[src/rtl/index_arith_pkg.sv]
// Shared types for the index add/sub pipeline: operation encoding and the
// per-stage payload. Payload fields are sized for the widest supported
// configuration (WIDTH <= MAX_W, TAG_W <= MAX_TAG_W); users take the low bits.
package index_arith_pkg;

  localparam int unsigned MAX_W     = 64;
  localparam int unsigned MAX_TAG_W = 16;

  typedef enum logic {
    OP_ADD = 1'b0,
    OP_SUB = 1'b1
  } op_e;

  typedef struct packed {
    logic [MAX_W-1:0]     s;
    logic                 carry;
    logic                 sat;
    logic [MAX_TAG_W-1:0] tag;
    logic                 valid;
  } stage_t;

endpackage

[src/rtl/index_addsub_stage.sv]
// One pipeline register stage: loads the payload when enabled, synchronous
// clear drops the valid and saturation flags (data/tag are left as-is).
module index_addsub_stage
  import index_arith_pkg::*;
(
  input  logic   clk,
  input  logic   rst,
  input  logic   en,
  input  stage_t d_i,
  output stage_t q_o
);

  stage_t q_q;

  // Payload register with sync clear of the flag bits only
  always_ff @(posedge clk) begin
    if (rst) begin
      q_q.valid <= 1'b0;
      q_q.sat   <= 1'b0;
    end else if (en) begin
      q_q <= d_i;
    end
  end

  assign q_o = q_q;

endmodule

[src/rtl/index_addsub_pipe.sv]
// Pipelined unsigned add/subtract with tag passthrough and valid/ready flow
// control. Arithmetic happens in front of stage 0; later stages only move the
// payload. Define INDEX_ADDSUB_SAT_EN to clamp add overflow to all-ones and
// sub underflow to zero (out_sat flags the clamped result); otherwise the
// result wraps and out_sat stays 0.
module index_addsub_pipe
  import index_arith_pkg::*;
#(
  parameter int WIDTH   = 16,
  parameter int LATENCY = 2,
  parameter int TAG_W   = 4
) (
  input  logic                           clk,
  input  logic                           rst,
  input  logic                           in_valid,
  output logic                           in_ready,
  input  logic [WIDTH-1:0]               in_a,
  input  logic [WIDTH-1:0]               in_b,
  input  logic                           in_sub,
  input  logic [TAG_W-1:0]               in_tag,
  output logic                           out_valid,
  input  logic                           out_ready,
  output logic [WIDTH-1:0]               out_s,
  output logic                           out_carry,
  output logic                           out_sat,
  output logic [TAG_W-1:0]               out_tag,
  output logic [$clog2(LATENCY+1)-1:0]   occupancy
);

  localparam int OCC_W = $clog2(LATENCY+1);

  op_e              op;
  logic [WIDTH:0]   sum_d;
  logic [WIDTH-1:0] res_d;
  logic             sat_d;
  stage_t           stage0_d;
  stage_t           stage_d [LATENCY];
  stage_t           stage_q [LATENCY];
  stage_t           last;
  logic             advance;
  logic             accept;
  logic             xfer;
  logic [OCC_W-1:0] occ_q;
  logic [OCC_W-1:0] occ_d;
  logic             unused_bits;

  // Stage-0 arithmetic: A + B, or A + ~B + 1 for subtract, over WIDTH+1 bits
  always_comb begin
    op    = op_e'(in_sub);
    sum_d = {1'b0, in_a} + {1'b0, (op == OP_SUB) ? ~in_b : in_b}
          + {{WIDTH{1'b0}}, (op == OP_SUB)};
    res_d = sum_d[WIDTH-1:0];
    sat_d = 1'b0;
`ifdef INDEX_ADDSUB_SAT_EN
    if (op == OP_ADD && sum_d[WIDTH]) begin
      res_d = '1;
      sat_d = 1'b1;
    end else if (op == OP_SUB && !sum_d[WIDTH]) begin
      res_d = '0;
      sat_d = 1'b1;
    end
`endif
    stage0_d       = '0;
    stage0_d.s     = MAX_W'(res_d);
    stage0_d.carry = sum_d[WIDTH];
    stage0_d.sat   = sat_d;
    stage0_d.tag   = MAX_TAG_W'(in_tag);
    stage0_d.valid = in_valid;
  end

  // Stage inputs: new operation into stage 0, each later stage takes its predecessor
  always_comb begin
    stage_d[0] = stage0_d;
    for (int unsigned i = 1; i < LATENCY; i++) begin
      stage_d[i] = stage_q[i-1];
    end
  end

  genvar g;
  generate
    for (g = 0; g < LATENCY; g++) begin : g_stage
      index_addsub_stage u_stage (
        .clk (clk),
        .rst (rst),
        .en  (advance),
        .d_i (stage_d[g]),
        .q_o (stage_q[g])
      );
    end
  endgenerate

  assign last        = stage_q[LATENCY-1];
  assign out_valid   = last.valid;
  assign out_s       = last.s[WIDTH-1:0];
  assign out_carry   = last.carry;
  assign out_sat     = last.sat;
  assign out_tag     = last.tag[TAG_W-1:0];
  assign unused_bits = ^last;

  // Whole pipe moves together whenever the output slot is free or being taken
  assign advance  = !out_valid || out_ready;
  assign in_ready = advance;
  assign accept   = in_valid && advance;
  assign xfer     = out_valid && out_ready;

  // In-flight count: +1 on accept, -1 on output transfer
  always_comb begin
    occ_d = occ_q;
    case ({accept, xfer})
      2'b10:   occ_d = occ_q + OCC_W'(1);
      2'b01:   occ_d = occ_q - OCC_W'(1);
      default: occ_d = occ_q;
    endcase
  end

  // Occupancy register with sync clear
  always_ff @(posedge clk) begin
    if (rst) occ_q <= '0;
    else     occ_q <= occ_d;
  end

  assign occupancy = occ_q;

endmodule

[config.mk]
export PLATFORM = sky130hd
export DESIGN_NAME = index_addsub_pipe
export DESIGN_NICKNAME = d
export VERILOG_FILES = /design/src/rtl/index_arith_pkg.sv /design/src/rtl/index_addsub_stage.sv /design/src/rtl/index_addsub_pipe.sv
export SDC_FILE = /design/constraint.sdc
export NUM_CORES = 1
export LEC_CHECK = 0
export ABC_AREA = 1
export CAP_MARGIN = 20
export CORE_UTILIZATION = 23
export DETAILED_ROUTE_END_ITERATION = 16
export PLACE_DENSITY = 0.42
export RECOVER_POWER = 50
export SETUP_SLACK_MARGIN = 0.4
export SLEW_MARGIN = 20
export SYNTH_ARGS = -nofsm -noshare
export SYNTH_HDL_FRONTEND = slang
export SYNTH_SLANG_ARGS = --single-unit
export TNS_END_PERCENT = 50
[constraint.sdc]
create_clock -name clk -period 3.2 [get_ports clk]
set_clock_uncertainty 0.1 [all_clocks]
set_input_delay 0.8 -clock clk [delete_from_list [all_inputs] [get_ports clk]]
set_output_delay 0.8 -clock clk [all_outputs]
set_load 0.01 [all_outputs]
==> out/results.md <==
* primary input to output port — class of the most critical setup path
* edfxtp_1 50%, nand2_1 8.9%, ha_1 8.4%, xor2_1 7.3%, inv_1 4.3% — main area contributors after synthesis
* 2.83 ns — Tmin final
* 1819 — total number of vias
* 0.499 — share of the synthesized area in the top cell type
* 0 — multiplexer share of the synthesized area
* 0.353 GHz — maximum clock frequency
* 0 — total of warnings raised by yosys
* 28 — post-synthesis cell type count
* out_ready — critical path startpoint
* 0.336 — Util after Layout
* edfxtp_1 — cell type with the highest aggregate area in the netlist
* 10.9 microns — wire length per cell
* 0 — diode insertion count for antenna repair
* 1.03 ns — worst slew pin tran
* 46 — CTS Sinks
* g_stage[1].u_stage.q_o[0]$_SDFFE_PP0N_ — Crit Reg-Reg Startpoint
* 442 nW/um^2 — total power divided by cell area
* 384 — Final #Nets
* clkbuf_8 — Root Buffer
* 2 — clock buffer depth
* 0.187 — simple-gate share of the synthesized area
* 3530 sq um — Design Area, Final
* primary input — kind of start point of the critical path
* 0.531 — share of synthesized area occupied by flip-flops and latches
* 4 — first drt pass iteration count
* 10500 sq um — Core Area
* finished clean — result of the run
* 0 — number of setup violations in the final report
* 67 — number of placed I/O pins
* output port — element type at the critical path end
* 0.0554 — compound-cell area share of the yosys netlist
* 37 — FP Rows
* 8.27 mm — global-route wire length before repair
* 65 — count of input and output buffers
* 0.284 — Switching Fraction
* 4 — largest fanout of any net on the critical path
* 39.6% — area grow syn2layout
* 52 — number of DRC violations after detailed-routing iteration 0
* 1.93 ns — worst path arrival time
* 0 — number of remaining DRC errors
* 0 — final-report hold violation count
* 2.30 ns — required time of the worst setup path
* 0.815 — RePlAce Congestion
* false — unrepaired setup endpoints after global routing
* 0.29 ns — later-pin clock latency in the skew report
* 11400 sq um — die area
* edfxtp_1 — predominant post-synthesis flop cell
* 0 — leftover overflow at the end of global routing
* 0 — max-cap viol count
* 0.0909 — Total Routing Usage GR
* 1.12 mW — internal power contribution
* nand2_1 — leading cell type in the layout, fill and taps excluded
* 5 — Inserted Clock Buffers
* 1843 — via count of the first global-routing pass
* flop to flop — worst hold-check path type
* 0.241 — starting utilization of the core area
* 43 — maximum number of pins on one net before global-route repair
* 46 — number of flip-flops and latches in the synthesized netlist
* 2530 sq um — cell area after synthesis
* 0.166 mV — VDD IR-drop max
* 252 — synthesized instance count
* 107 microns — x dimension of the die
* 60 x nand2_1, 58 x clkdlybuf4s50_1, 42 x edfxtp_1 — most frequent cells in the layout
* 3.91 mm — post-DP HPWL
* 0.443 mW — reported net switching power
* 0.217 — proportion of power drawn by the clock network
* 0 ns — TNS Setup
* 10.0 sq um — mean cell area of the mapped netlist
* 42 — number of enable flip-flop cells after synthesis
* 5.04 mm — Routed Wire Length
* 107 microns — Die Y-Extent
* 0.107 — layout cell share with drive strength beyond 1
* 311 — Net Count, Synth
* 0.0921 — fraction of the mapped netlist area in adder cells
* 3.94 — ratio of routed vias to standard cells
* built — TritonCTS clock tree
* g_stage[0].u_stage.q_o[30]$_DFFE_PP_ — Hold Startpoint
* 0 — number of pins exceeding their max-slew limit in the final report
* 0.315 — tightest slew margin relative to the limit
* 0.287 — Comb pwr share
* 0 — Post-DRT Antenna Nets
* 0.497 — Seq pwr share
* 1.48 nW — LEAKAGE
* simple AND/OR/NAND/NOR gates — combinational family with the most area after synthesis
* 3370 sq um — post-placement cell area
* 0.0797 — xor-xnor portion of the synthesized cell area
* 462 — number of standard cells in the final layout excluding fillers
* 0.323 ns — Final Hold Slack
* 0 — Async SR Flop Fraction
* 452 — instance count after placement with tap cells included
* 0.885 — fraction of the cycle the final worst path needs
* 0.08 ns — clock slew seen by the registers of the worst setup and hold paths
* 2 — number of levels the H-tree was split into
* 0 — initial antenna violation count
## worst paths after layout
check | end | slack (ns) | depth (start not counted)
max | in_ready | 0.37 | 4
min | g_stage[1].u_stage.q_o[30]$_DFFE_PP_ | 0.32 | 0
max reg2reg | g_stage[0].u_stage.q_o[34]$_DFFE_PP_ | 1.30 | 4
min reg2reg | g_stage[1].u_stage.q_o[30]$_DFFE_PP_ | 0.32 | 0
## state kept, by name, indices dropped and copies added (netlist names)
name and flops:
g_stage.u_stage.q_o 44, occupancy 2
## layer usage
metal | vias to the layer above | GRT usage | routed length (microns)
met4 | 0 | 0.0342 | 68
met2 | 44 | 0.153 | 2350
met5 | - | 0 | 0
met1 | 796 | 0.114 | 2400
met3 | 5 | 0.0182 | 219
li1 | 974 | - | -
## metrics by stage
step / worst slack, ns / power [mW]
finish: 0.367 / 1.56
global route: 0.252 / 1.67
CTS: 0.456 / 1.58
detailed placement: 0.135 / 1.23
global placement: 0.134 / 1.23
floorplan: 0.668 / 1.05
## power groups by stage
| stage | Sequential, mW | Clock, mW | Combinational (mW) |
|---|---|---|---|
| 2_1_floorplan | 0.801 | 0 | 0.244 |
| 3_3_place_gp | 0.789 | 0 | 0.442 |
| 6_report | 0.774 | 0.338 | 0.447 |
| 4_1_cts | 0.775 | 0.358 | 0.443 |
| 3_5_place_dp | 0.789 | 0 | 0.441 |
| 5_1_grt | 0.783 | 0.379 | 0.506 |
## cell families after synthesis
| logic type | count (synthesis) |
|---|---|
| compound gates | 25 |
| simple gates | 107 |
| flops | 46 |
| xor+xnor | 23 |
| buf+inv | 32 |
| other cells | 1 |
| fa+ha+maj | 18 |
## cell usage after synthesis (all sizes together), types with 3 or more instances
cell type,count
a21oi,15
buf,3
dfxtp,4
edfxtp,42
ha,17
inv,29
nand2,69
nand3,10
nor2,20
o21ai,7
xor2,21
## area by class of cell
type	count	area, sq um
Timing Repair Buffer	69	709
Multi-Input combinational cell	174	1110
Fill cell	1094	6980
Tap cell	136	170
Sequential cell	46	1340
Clock buffer	5	68.8
Inverter	29	109
Clock inverter	3	16.3
## critical path: stages
cell             delay [ns]
clkdlybuf4s50_1        0.43
nor2_1                 0.31
inv_1                  0.10
dlygate4sd2_1          0.30
## timing repair
action	4_1_cts	5_1_grt
cloned	0	1
setup buffers	0	1
hold buffers	0	0
pin swaps	1	3
hold endpoints to repair	0	0
setup endpoints to repair	1	8
resized for setup	3	12
(Power assumes the default switching activity.)
